### config.mk
export PLATFORM = sky130hd
export DESIGN_NAME = mult_unit
export DESIGN_NICKNAME = d
export VERILOG_FILES = /design/src/rtl/mult_unit.sv
export SDC_FILE = /design/constraint.sdc
export NUM_CORES = 1
export LEC_CHECK = 0
export BUFFER_PORTS_ARGS = -buffer_cell sky130_fd_sc_hd__buf_2
export CAP_MARGIN = 20
export CORE_MARGIN = 2
export CORE_UTILIZATION = 50
export CTS_CLUSTER_SIZE = 25
export DETAILED_ROUTE_END_ITERATION = 16
export PLACE_DENSITY_LB_ADDON = 0.1
export SLEW_MARGIN = 20
export SYNTH_ARGS = -nofsm -noshare
export SYNTH_HDL_FRONTEND = slang
export SYNTH_SLANG_ARGS = --single-unit
### constraint.sdc
create_clock -name clk -period 11.55 [get_ports clk]
set_input_delay 0.5775 -clock clk [delete_from_list [all_inputs] [get_ports clk]]
set_output_delay 0.5775 -clock clk [all_outputs]
set_load 0.05 [all_outputs]
### src/rtl/mult_unit.sv
// Iterative radix-2 shift-add multiplier for MULT/MULTU.
// Operands are latched as magnitudes, the product is accumulated over WIDTH
// cycles, and the sign is applied in a single fix-up cycle before done.
//
// state | meaning
// ------+-------------------------------------------------------------
// IDLE  | waiting for start; hi/lo hold the last completed product
// RUN   | one multiplier bit per cycle, WIDTH cycles total
// FIX   | apply sign to the accumulator, register hi/lo
// DONE  | one-cycle done strobe; a new start is accepted here as well
module mult_unit #(
  parameter int WIDTH = 32
) (
  input  logic             clk,
  input  logic             rst,
  input  logic             start,
  input  logic             is_signed,
  input  logic [WIDTH-1:0] a,
  input  logic [WIDTH-1:0] b,
  input  logic             cancel,
  output logic             busy,
  output logic             done,
  output logic [WIDTH-1:0] hi,
  output logic [WIDTH-1:0] lo
);

  localparam int CW = (WIDTH > 2) ? $clog2(WIDTH) : 1;

  typedef enum logic [1:0] {IDLE, RUN, FIX, DONE} state_t;

  state_t             stateQ, stateD;
  logic               accept;
  logic [WIDTH-1:0]   mcand, mplier;
  logic [2*WIDTH-1:0] acc;
  logic [CW-1:0]      count;
  logic               neg;

  logic [WIDTH-1:0]   magA, magB;
  logic [WIDTH:0]     addend, sum;
  logic [2*WIDTH-1:0] product;

  // Operand magnitudes, one shift-add step and the sign fix-up.
  always_comb begin
    magA    = (is_signed && a[WIDTH-1]) ? (~a + WIDTH'(1)) : a;
    magB    = (is_signed && b[WIDTH-1]) ? (~b + WIDTH'(1)) : b;
    addend  = mplier[0] ? {1'b0, mcand} : '0;
    sum     = {1'b0, acc[2*WIDTH-1:WIDTH]} + addend;
    product = neg ? (~acc + (2*WIDTH)'(1)) : acc;
  end

  // State register.
  always_ff @(posedge clk or posedge rst) begin
    if (rst) stateQ <= IDLE;
    else     stateQ <= stateD;
  end

  // Next-state logic; cancel always wins over start.
  always_comb begin
    stateD = stateQ;
    accept = 1'b0;
    case (stateQ)
      IDLE: begin
        if (start && !cancel) begin
          accept = 1'b1;
          stateD = RUN;
        end
      end
      RUN: begin
        if (cancel)            stateD = IDLE;
        else if (count == '0)  stateD = FIX;
      end
      FIX: begin
        if (cancel) stateD = IDLE;
        else        stateD = DONE;
      end
      DONE: begin
        if (start && !cancel) begin
          accept = 1'b1;
          stateD = RUN;
        end else begin
          stateD = IDLE;
        end
      end
      default: stateD = IDLE;
    endcase
  end

  // Datapath: operand latch, shift-add accumulation and registered outputs.
  always_ff @(posedge clk or posedge rst) begin
    if (rst) begin
      mcand  <= '0;
      mplier <= '0;
      acc    <= '0;
      count  <= '0;
      neg    <= 1'b0;
      busy   <= 1'b0;
      done   <= 1'b0;
      hi     <= '0;
      lo     <= '0;
    end else begin
      busy <= (stateD == RUN) || (stateD == FIX);
      done <= (stateD == DONE);
      if (accept) begin
        mcand  <= magA;
        mplier <= magB;
        neg    <= is_signed & (a[WIDTH-1] ^ b[WIDTH-1]);
        acc    <= '0;
        count  <= CW'(WIDTH - 1);
      end else if (stateQ == RUN && !cancel) begin
        acc    <= {sum, acc[WIDTH-1:1]};
        mplier <= mplier >> 1;
        count  <= count - CW'(1);
      end
      if (stateQ == FIX && !cancel) begin
        hi <= product[2*WIDTH-1:WIDTH];
        lo <= product[WIDTH-1:0];
      end
    end
  end

endmodule

==> results.cfg <==
[grt]
grt_max_degree = 132
grt_pass1_vias = 9581
grt_remaining_overflow = 0
grt_pass1_wl_um = 47800
antenna_found_initial = 0
track_usage_pct = 21.9

[clocking]
postCtsSetupBuffers = 0
cts_resized = 0
cts_root_buf = clkbuf_16
cts_buffers = 22
insertion_delay_ps = 500
holdBufCountCts = 0
htreeDepth = 1
cts_tree = yes
clk_pin_slew_ps = 60
cts_max_path_buffers = 3
cts_sinks = 202

[worst_setup_path]
cp_max_fo = 9
r2r-end = hi[28]$_DFFE_PP0P_
cp.arrival_ps = 3930
cp_cell_sequence = or4_4 -> or3_4 -> or3_1 -> or4_1 -> a2111o_1 -> o41ai_2 -> xor2_1 -> o21ai_1
cp_num_cells = 8
endpoint = hi[28]$_DFFE_PP0P_
crit_slowest_cell = or4_1
critPathBufInv = 0
start_kind = flip-flop
critPathLaunch = acc[18]$_DFFE_PP0P_
r2r-start = acc[18]$_DFFE_PP0P_
cp.required_ps = 11920
critical_path_class = flip-flop to flip-flop
cpLargestDelayFamily = simple AND/OR/NAND/NOR gates
r2r_setup_slack_ps = 7990
rr_worst_depth = 8
max_stage_delay_ps = 630
critPathCaptureType = flip-flop

[drt]
first_pass_iters = 5
drc = 0
ant_nets = 0
dr_total_vias = 10500
vias_per_cell = 5.56
drtIter0Drc = 609
wl_per_cell_um = 15.2
routed_wl_um = 28700

[pwr]
power_density_nw_per_um2 = 213
p_leak_uw = 0.00637
peakVddDrop_mv = 0.105

[place]
numPortBuffers = 134
gp_congestion = 0.942
place_area_um2 = 13200
hpwl_um = 20000

[sta]
worstMarginPinSlew_ps = 1010
hold_slack_ps = 276
hold_viol = 0
setup_viol_count_final = 0
slew_headroom_pct = 32.8
skew_ps = 18.4
fin_crit_ps = 3560
tns_ps = 0
fmax_ghz = 0.281
finalCritPeriodShare_pct = 30.8
slew_viol_final = 0
rsz0062_at_grt = false

[yosys]
ys_warn_count = 0
seq_area_frac_synth_pct = 41.1
syn_nets = 1572
synth_top_area_cell = dfrtp_1
ys.flop_type = dfrtp_1
synth_edf_count = 0
synth.ff_latch_count = 202
synthArstFlopShare_pct = 100
yosysUniqueCellTypes = 58
synthCells = 1460
avgSynthCellArea_um2 = 8.41
syn-cell-area_um2 = 12300
synth_top_area_share_pct = 41.1
ys_top_cells_by_area = dfrtp_1 41%, nand2_1 9.7%, xor2_1 6.9%

[final_layout]
final_area_um2 = 13900
fill_cells = 2314
regArea_um2 = 5060
multiInputGateArea_um2 = 6900
drive_gt1_share_pct = 12.8
final_nets = 1662
areaGrowthSynthToFinish_pct = 13.2
antenna_cells = 0

[floorplanning]
start_util_pct = 50.7
num_rows = 57
die_area_um2 = 25800
die_w_um = 161
pin_count = 135
coreArea_um2 = 24200
fp.dieH_um = 161

[run_status]
status = completed

[job]
cap_violations = 0

[hold_path]
hp-class = input port to asynchronous set/reset pin
[cell type report]
type | instances | area share [%]
inverters | 22 | 0.648
clock inverters | 2 | 0.0720
flip-flops and latches | 202 | 36.4
clock buffers | 36 | 5.07
multi-input cells | 1161 | 49.6
well taps | 324 | 2.92
repair buffers | 141 | 5.29
[registers in the layout, summed over array words and instances (netlist names), 2 cells and up]
signal and count:
hi 32, mcand 32, acc 64, mplier 32, stateQ 2, lo 32, count 5
[kinds of logic (layout without fill, tap and decap cells)]
| logic type | after synthesis | in the layout | synth area share (%) |
|---|---|---|---|
| compound gates | 397 | 397 | 19.3 |
| xor+xnor | 150 | 150 | 10.7 |
| fa+ha+maj | 43 | 43 | 4.44 |
| buf+inv | 97 | 201 | 2.97 |
| flops | 202 | 202 | 41.1 |
| mux | 2 | 2 | 0.163 |
| simple gates | 569 | 569 | 21.3 |
[synth_stat cells (3+ instances only)]
| master | instances |
|---|---|
| a211oi_1 | 5 |
| a21o_1 | 11 |
| a21oi_1 | 103 |
| a31oi_1 | 33 |
| and2_1 | 37 |
| and3_1 | 14 |
| buf_1 | 10 |
| clkbuf_1 | 64 |
| dfrtp_1 | 202 |
| ha_1 | 42 |
| inv_1 | 22 |
| nand2_1 | 318 |
| nand2b_1 | 15 |
| nand3_1 | 11 |
| nand3b_1 | 3 |
| nand4_1 | 9 |
| nor2_1 | 68 |
| nor2b_1 | 13 |
| nor3_1 | 22 |
| nor4_1 | 12 |
| o211ai_1 | 6 |
| o21ai_0 | 146 |
| o21ai_1 | 12 |
| o21bai_1 | 8 |
| o31ai_1 | 31 |
| o31ai_2 | 3 |
| o41ai_1 | 20 |
| or2_2 | 3 |
| or3_1 | 14 |
| or4_1 | 16 |
| or4_4 | 4 |
| xnor2_1 | 53 |
| xor2_1 | 97 |
[report_power, final]
group | leakage, uW | switching [uW] | internal (uW) | total (uW)
Clock | 0.000355 | 273 | 413 | 686
Combinational | 0.00337 | 713 | 472 | 1190
Sequential | 0.00264 | 194 | 889 | 1080
Total | 0.00637 | 1180 | 1770 | 2960
[placed cells by master (no fill, tap or decap), drive strengths merged, types with 11 or more instances in the layout]
cell type  netlist  routed
clkbuf          64      36
nand2b          15      15
ha              42      42
nor3            22      22
inv             22      22
o41ai           22      22
nor2b           13      13
a21o            11      11
dfrtp          202     202
or3             16      16
xnor2           53      53
nand2          318     318
a21oi          103     103
and3            14      14
buf             11     141
nand3           11      11
nor2            68      68
o21ai          158     158
or4             20      20
and2            38      38
a31oi           33      33
nor4            12      12
xor2            97      97
o31ai           34      34
[worst register-to-register path, stage by stage, from the launching register on]
cell and delay, ps:
dfrtp_1 430, or4_4 580, or3_4 400, or3_1 360, or4_1 630, a2111o_1 480, o41ai_2 310, xor2_1 170
o21ai_1 80
[per-stage QoR]
| step | power [uW] | std cells | setup slack (ps) | utilization (%) |
|---|---|---|---|---|
| floorplan | 1960 | 1460 | 5460 | - |
| global placement | 2250 | 1849 | 7890 | 54.3 |
| detailed placement | 2270 | 1849 | 7960 | 54.3 |
| CTS | 2970 | 1887 | 7940 | 57.3 |
| global route | 3190 | 1888 | 7710 | 57.3 |
| finish | 2960 | 1888 | 7990 | 57.3 |
[per-layer routing]
metal	GRT usage, %	share of wire [%]	vias to the layer above	wire length [um]
met5	0	0	-	0
met2	33.7	44	286	12500
met3	2.76	5.5	30	1590
met1	33.2	49	4888	14200
li1	-	-	5301	-
met4	4.67	1.5	0	434
[how the worst min path moves through the flow]
stage	start	end	slack (ps)	cells after the start
6_report	rst	lo[26]$_DFFE_PP0P_	280	2
4_1_cts	rst	lo[26]$_DFFE_PP0P_	310	2
3_3_place_gp	mcand[18]$_DFFE_PP0P_	mcand[18]$_DFFE_PP0P_	460	2
5_1_grt	rst	lo[26]$_DFFE_PP0P_	370	2
3_5_place_dp	mcand[18]$_DFFE_PP0P_	mcand[18]$_DFFE_PP0P_	460	2
2_1_floorplan	mcand[0]$_DFFE_PP0P_	mcand[0]$_DFFE_PP0P_	440	2
No activity file was read; power rests on OpenSTA's default activity.
